<file path="src/rtl/rv_fetch_pkg.sv">
// Shared constants and the buffered-instruction record for the fetch buffer.
package rv_fetch_pkg;

  localparam logic [31:0] RESET_PC_DEFAULT = 32'h0000_0000;
  localparam int          INSTR_BYTES      = 4;
  localparam int          FETCH_ADDR_W     = 32;
  localparam int          FETCH_DATA_W     = 32;

  typedef struct packed {
    logic [FETCH_DATA_W-1:0] instr;
    logic [FETCH_ADDR_W-1:0] pc;
  } fetch_entry_t;

endpackage

</file>
<file path="src/rtl/fetch_fifo.sv">
// Synchronous FIFO of fetched instructions; flush empties it in one cycle.
module fetch_fifo
  import rv_fetch_pkg::*;
#(
  parameter int  DEPTH   = 4,
  parameter type entry_t = fetch_entry_t
) (
  input  logic                 clk,
  input  logic                 rst_n,
  input  logic                 push,
  input  logic                 pop,
  input  logic                 flush,
  input  entry_t               push_data,
  output entry_t               head,
  output logic                 full,
  output logic                 empty,
  output logic [$clog2(DEPTH):0] count
);

  localparam int PTR_W = $clog2(DEPTH);
  localparam int CNT_W = PTR_W + 1;

  entry_t           mem [DEPTH];
  logic [PTR_W-1:0] rd_ptr;
  logic [PTR_W-1:0] wr_ptr;
  logic             do_push;
  logic             do_pop;

  assign do_pop  = pop && !empty;
  assign do_push = push && (!full || do_pop);

  // Pointers wrap naturally because DEPTH is a power of two.
  always_ff @(posedge clk or negedge rst_n) begin
    if (!rst_n) begin
      rd_ptr <= '0;
      wr_ptr <= '0;
      count  <= '0;
      for (int i = 0; i < DEPTH; i++) begin
        mem[i] <= '0;
      end
    end else if (flush) begin
      rd_ptr <= '0;
      wr_ptr <= '0;
      count  <= '0;
    end else begin
      if (do_push) begin
        mem[wr_ptr] <= push_data;
        wr_ptr      <= wr_ptr + PTR_W'(1);
      end
      if (do_pop) begin
        rd_ptr <= rd_ptr + PTR_W'(1);
      end
      if (do_push && !do_pop) begin
        count <= count + CNT_W'(1);
      end else if (do_pop && !do_push) begin
        count <= count - CNT_W'(1);
      end
    end
  end

  assign head  = mem[rd_ptr];
  assign empty = (count == '0);
  assign full  = (count == CNT_W'(DEPTH));

endmodule

</file>
<file path="src/rtl/rv_fetch_buffer.sv">
// Instruction prefetch buffer: sequential imem fetches into a small FIFO,
// presented to decode with valid/ready and flushed on execute-stage redirects.
module rv_fetch_buffer
  import rv_fetch_pkg::*;
#(
  parameter int                    WIDTH_ADDR      = 32,
  parameter int                    WIDTH_DATA      = 32,
  parameter int                    DEPTH           = 4,
  parameter int                    MAX_OUTSTANDING = 2,
  parameter logic [WIDTH_ADDR-1:0] RESET_PC        = WIDTH_ADDR'(RESET_PC_DEFAULT)
) (
  input  logic                  clk,
  input  logic                  rst_n,
  input  logic                  redirect_valid,
  input  logic [WIDTH_ADDR-1:0] redirect_pc,
  output logic                  imem_req,
  output logic [WIDTH_ADDR-1:0] imem_addr,
  input  logic                  imem_gnt,
  input  logic                  imem_rvalid,
  input  logic [WIDTH_DATA-1:0] imem_rdata,
  output logic                  out_valid,
  output logic [WIDTH_DATA-1:0] out_instr,
  output logic [WIDTH_ADDR-1:0] out_pc,
  output logic [WIDTH_ADDR-1:0] out_pc_plus4,
  input  logic                  out_ready
);

  localparam int CNT_W = $clog2(DEPTH) + 1;
  localparam int OUT_W = $clog2(MAX_OUTSTANDING + 1);
  localparam logic [WIDTH_ADDR-1:0] STEP       = WIDTH_ADDR'(INSTR_BYTES);
  localparam logic [WIDTH_ADDR-1:0] ALIGN_MASK = ~WIDTH_ADDR'(INSTR_BYTES - 1);

  logic                  req_q,         req_d;
  logic [WIDTH_ADDR-1:0] addr_q,        addr_d;
  logic [WIDTH_ADDR-1:0] fetch_pc_q,    fetch_pc_d;
  logic [WIDTH_ADDR-1:0] resp_pc_q,     resp_pc_d;
  logic [OUT_W-1:0]      outstanding_q, outstanding_d;
  logic [OUT_W-1:0]      discard_q,     discard_d;
  logic                  stale_q,       stale_d;

  logic                  grant;
  logic [WIDTH_ADDR-1:0] redirect_aligned;
  logic                  fifo_push;
  logic                  fifo_pop;
  logic                  fifo_flush;
  logic                  fifo_full;
  logic                  fifo_empty;
  logic [CNT_W-1:0]      fifo_count;
  logic [CNT_W-1:0]      fifo_count_d;
  fetch_entry_t          push_entry;
  fetch_entry_t          head_entry;

  always_ff @(posedge clk or negedge rst_n) begin
    if (!rst_n) begin
      req_q         <= 1'b0;
      addr_q        <= RESET_PC;
      fetch_pc_q    <= RESET_PC;
      resp_pc_q     <= RESET_PC;
      outstanding_q <= '0;
      discard_q     <= '0;
      stale_q       <= 1'b0;
    end else begin
      req_q         <= req_d;
      addr_q        <= addr_d;
      fetch_pc_q    <= fetch_pc_d;
      resp_pc_q     <= resp_pc_d;
      outstanding_q <= outstanding_d;
      discard_q     <= discard_d;
      stale_q       <= stale_d;
    end
  end

  always_comb begin
    grant            = req_q && imem_gnt;
    redirect_aligned = redirect_pc & ALIGN_MASK;
    fifo_flush       = redirect_valid;
    fifo_pop         = !fifo_empty && out_ready && !redirect_valid;
    fifo_push        = imem_rvalid && !redirect_valid && (discard_q == '0)
                       && (!fifo_full || fifo_pop);

    outstanding_d = outstanding_q + OUT_W'(grant) - OUT_W'(imem_rvalid);
    fetch_pc_d    = fetch_pc_q;
    resp_pc_d     = resp_pc_q;
    discard_d     = discard_q;
    stale_d       = stale_q;

    if (redirect_valid) begin
      // Everything granted so far belongs to the old path; a request still
      // waiting for grant keeps its address and is discarded once granted.
      fetch_pc_d = redirect_aligned;
      resp_pc_d  = redirect_aligned;
      discard_d  = outstanding_d;
      stale_d    = req_q && !imem_gnt;
    end else begin
      if (grant) begin
        if (stale_q) begin
          stale_d = 1'b0;
        end else begin
          fetch_pc_d = fetch_pc_q + STEP;
        end
      end
      if (imem_rvalid && (discard_q != '0)) begin
        discard_d = discard_q - OUT_W'(1);
      end
      if (grant && stale_q) begin
        discard_d = discard_d + OUT_W'(1);
      end
      if (fifo_push) begin
        resp_pc_d = resp_pc_q + STEP;
      end
    end

    if (fifo_flush) begin
      fifo_count_d = '0;
    end else begin
      fifo_count_d = fifo_count + CNT_W'(fifo_push) - CNT_W'(fifo_pop);
    end

    // A request stays up with a fixed address until granted.
    if (req_q && !imem_gnt) begin
      req_d  = 1'b1;
      addr_d = addr_q;
    end else begin
      req_d  = ((int'(fifo_count_d) + int'(outstanding_d)) < DEPTH)
               && (int'(outstanding_d) < MAX_OUTSTANDING);
      addr_d = fetch_pc_d;
    end
  end

  always_comb begin
    push_entry       = '0;
    push_entry.instr = imem_rdata;
    push_entry.pc    = resp_pc_q;
  end

  fetch_fifo #(
    .DEPTH   (DEPTH),
    .entry_t (fetch_entry_t)
  ) u_fifo (
    .clk       (clk),
    .rst_n     (rst_n),
    .push      (fifo_push),
    .pop       (fifo_pop),
    .flush     (fifo_flush),
    .push_data (push_entry),
    .head      (head_entry),
    .full      (fifo_full),
    .empty     (fifo_empty),
    .count     (fifo_count)
  );

  assign imem_req     = req_q;
  assign imem_addr    = addr_q;
  assign out_valid    = !fifo_empty;
  assign out_instr    = out_valid ? head_entry.instr : '0;
  assign out_pc       = out_valid ? head_entry.pc : '0;
  assign out_pc_plus4 = out_valid ? (head_entry.pc + STEP) : '0;

endmodule

</file>
<file path="config.mk">
export PLATFORM = sky130hd
export DESIGN_NAME = rv_fetch_buffer
export DESIGN_NICKNAME = d
export VERILOG_FILES = /design/src/rtl/rv_fetch_pkg.sv /design/src/rtl/fetch_fifo.sv /design/src/rtl/rv_fetch_buffer.sv
export SDC_FILE = /design/constraint.sdc
export NUM_CORES = 1
export LEC_CHECK = 0
export CORE_ASPECT_RATIO = 1.4
export CORE_UTILIZATION = 55
export CTS_CLUSTER_SIZE = 30
export DETAILED_ROUTE_END_ITERATION = 8
export PLACE_DENSITY = 0.82
export SKIP_LAST_GASP = 1
export SYNTH_ARGS = -nofsm -noshare
export SYNTH_HDL_FRONTEND = slang
export SYNTH_SLANG_ARGS = --single-unit
</file>
<file path="constraint.sdc">
create_clock -name clk -period 3.26 [get_ports clk]
set_input_delay 0.489 -clock clk [delete_from_list [all_inputs] [get_ports clk]]
set_output_delay 0.489 -clock clk [all_outputs]
set_load 0.05 [all_outputs]
</file>
==> impl_metrics.py <==
metrics = {
    "routing": {
        "drcViolationCount": 0,
        "ant_nets": 0,
        "num_vias": 11400,
        "via_per_inst": 5.75,
        "dr.pass1.iters": 4,
        "drt_first_iter_violations": 435,
        "routed_wl_mm": 39.3,
        "routedWlPerCell_um": 19.9,
    },
    "pwr": {
        "power.leakage_nw": 9.61,
        "powerDensity_nw_per_um2": 1000,
        "worst_ir_drop_vdd_v": 0.000644,
        "power.total_w": 0.0217,
    },
    "cts": {
        "cts_made_buffers": 36,
        "clockBufferDepth": 3,
        "cts_tree": "done",
        "insertion_delay_ns": 0.54,
        "clkSinkCount": 355,
        "root_buffer": "clkbuf_16",
        "clkSlewWorstSetupHoldPaths_ns": 0.06,
        "htreeDepth": 2,
    },
    "floorplanning": {
        "start_util_pct": 56.0,
        "die_area_um2": 32100,
        "ios": 200,
        "placementRows": 76,
        "die_h_um": 212,
        "core_um2": 30800,
        "die_w_um": 152,
    },
    "synthesis": {
        "ys_seq_elements": 355,
        "synth_adder_area_share_pct": 1.17,
        "ys_async_sr_fraction_pct": 100,
        "ys_seq_area_share_pct": 51.5,
        "synth_top_area_share_pct": 51.5,
        "synth_top_family_by_area": "multiplexers",
        "synth_compound_area_share_pct": 2.75,
        "syn_inst": 1331,
        "ys_top_cells_by_area": "dfrtp_1 (51%), mux2_2 (19%), mux4_2 (8.1%), xnor2_1 (2.4%), and2_1 (2.4%)",
        "synth_top_area_cell": "dfrtp_1",
        "ys_types": 55,
        "synth_edf_count": 0,
        "synthSimpleGateAreaFrac_pct": 10.4,
        "syn_area_per_cell_um2": 13.0,
        "synthMuxAreaShare_pct": 27.2,
        "ys.flop_type": "dfrtp_1",
        "ys_warn_count": 0,
        "synthXorXnorAreaFrac_pct": 4.01,
        "syn_area_um2": 17300,
    },
    "placement": {
        "place.gp.congestion": 0.824,
        "port-buffer-count": 193,
        "dp_hpwl_mm": 25.7,
        "place_ws_ns": -0.159,
    },
    "timing": {
        "slew_headroom_pct": 37.0,
        "max_freq_ghz": 0.284,
        "fin_crit_sh_pct": 108,
        "tns_ns": -2.50,
        "rsz0062_at_grt": "yes",
        "period_needed_ns": 3.53,
        "setup_viol": 17,
        "holdWs_ns": 0.462,
        "hold_viol": 0,
        "fin_skew_ns": 0.0341,
        "drv_slew": 0,
        "final_critical_path_setup_slack_ns": -0.266,
        "worst_pin_slew_ns": 0.937,
    },
    "critical_path": {
        "cpMostUsedCell": "buf_12",
        "worst-r2r-setup-slack_ns": 0.32,
        "cp_top_family": "simple AND/OR/NAND/NOR gates",
        "arrival_ns": 3.04,
        "critPathSlowestCell": "dfrtp_4",
        "worstPathCellList": "buf_12 -> buf_16 -> mux4_2 -> and4_4 -> nand2_4 -> or4_4 -> nor3_2 -> a21o_1 -> buf_12",
        "path_buf_inv": 3,
        "cp_max_fo": 8,
        "start_kind": "flip-flop",
        "critPathCaptureType": "output pin",
        "max_stage_delay_ns": 0.53,
        "required_ns": 2.77,
        "path_class": "flip-flop to output pin",
    },
    "final_layout": {
        "diodes": 0,
        "nNetsFinal": 1643,
        "syn2layout_area_growth_pct": 25.4,
        "drive_above_1_share_pct": 39.4,
    },
    "status": {
        "status": "finished with violations",
        "violations": "setup timing",
    },
    "global_route": {
        "grt_pass1_vias": 12200,
        "grt_antenna_before_repair": 0,
        "track_usage_pct": 25.2,
        "grt_overflow": 0,
        "grt_max_degree": 117,
        "grt_pass1_wl_mm": 63.0,
    },
    "job": {
        "max_cap_violations": 0,
    },
    "hold_path": {
        "hold_class": "input pin to asynchronous set/reset pin",
    },
}
[area by class of cell]
| cell class | count | area [µm²] |
|---|---|---|
| Fill cell | 2129 | 9170 |
| Inverter | 22 | 83.8 |
| Timing Repair Buffer | 272 | 2860 |
| Clock buffer | 49 | 1010 |
| Multi-Input combinational cell | 871 | 8080 |
| Clock inverter | 16 | 241 |
| Tap cell | 390 | 488 |
| Sequential cell | 355 | 8890 |
[timing repair]
action	in CTS	in global routing
endpoints found under the setup margin	70	23
cloned	0	0
resized for setup	34	16
setup buffers	19	2
hold buffers	1	0
pin swaps	11	8
endpoints found under the hold margin	43	0
[cells in the final DEF, fill, tap and decap left out, drive strengths merged, types with 3 or more instances in the layout]
master         instances
a21o                   5
nor4                  10
and2                  67
or4                    3
nand4                 16
nand3                 32
o21ai                  9
mux2                 290
inv                   23
clkinv                 6
clkinvlp               4
and4                   7
mux2i                  3
bufinv                 5
and3                  20
nor3                  23
clkbuf                50
buf                  169
ha                    13
dfrtp                355
mux4                  62
or2                    3
o31ai                 15
xnor2                 48
clkdlybuf4s50        100
nor2b                  6
nor2                  86
nand2                 58
o21a                   3
conb                   4
xor2                  31
or3                    5
a21oi                 33
[metal layers]
metal / global-route usage [%] / up-vias / wire (µm)
li1: - / 5171 / -
met1: 31.5 / 5846 / 16100
met2: 44.1 / 260 / 20200
met3: 3.43 / 82 / 1640
met4: 9.70 / 0 / 1320
met5: 0 / - / 0
[registers in the layout (all words and copies together) (netlist names)]
name and flops:
discard_q 2, fetch_pc_q 32, imem_addr 32, imem_req 1
outstanding_q 2, resp_pc_q 30, stale_q 1, u_fifo.count 3
u_fifo.mem 248, u_fifo.rd_ptr 2, u_fifo.wr_ptr 2
[cell usage after synthesis, types with 14 or more instances]
cell,instances
clkbuf_1,35
and2_1,66
nor3_1,23
xor2_1,31
a21oi_1,33
nand2_1,58
nand3_1,30
and3_1,20
nor2_1,86
dfrtp_1,355
o31ai_1,14
xnor2_1,48
mux4_2,62
nand4_1,15
inv_1,22
mux2_2,290
buf_2,30
[worst paths after layout]
kind	start	endpoint	depth (start not counted)
max	u_fifo.rd_ptr[0]$_DFFE_PN0P_	out_pc_plus4[30]	9
min	rst_n	u_fifo.mem[61]$_DFFE_PN0P_	2
max reg2reg	u_fifo.count[1]$_DFFE_PN0P_	imem_req$_DFF_PN0_	11
min reg2reg	imem_addr[27]$_DFFE_PN0N_	imem_addr[27]$_DFFE_PN0N_	2
max in group asynchronous	rst_n	u_fifo.mem[100]$_DFFE_PN0P_	3
min in group clk	imem_addr[27]$_DFFE_PN0N_	imem_addr[27]$_DFFE_PN0N_	2
[through the flow]
stage / area, µm² / utilization, % / std cells
final: 21600 / 70.2 / 1975
after global routing: 21600 / 70.2 / 1975
after CTS: 21500 / 69.9 / 1973
after detailed placement: 20000 / 64.8 / 1888
after global placement: 20000 / 64.8 / 1888
after floorplan: 17300 / - / 1334
[power by group]
group          internal, W  switching [W]  total [W]  leakage, nW
Clock              0.00259        0.00176    0.00436        0.598
Combinational      0.00479        0.00634     0.0111         4.48
Sequential         0.00550       0.000717    0.00622         4.53
[cells by family (layout without fill, tap and decap cells)]
kind of cell	after synthesis	in the layout
compound gates	76	76
xor+xnor	79	79
fa+ha+maj	15	15
buf+inv	108	359
flops	355	355
mux	355	355
other cells	1	4
simple gates	342	342
Power figures use the tool's default switching activity.
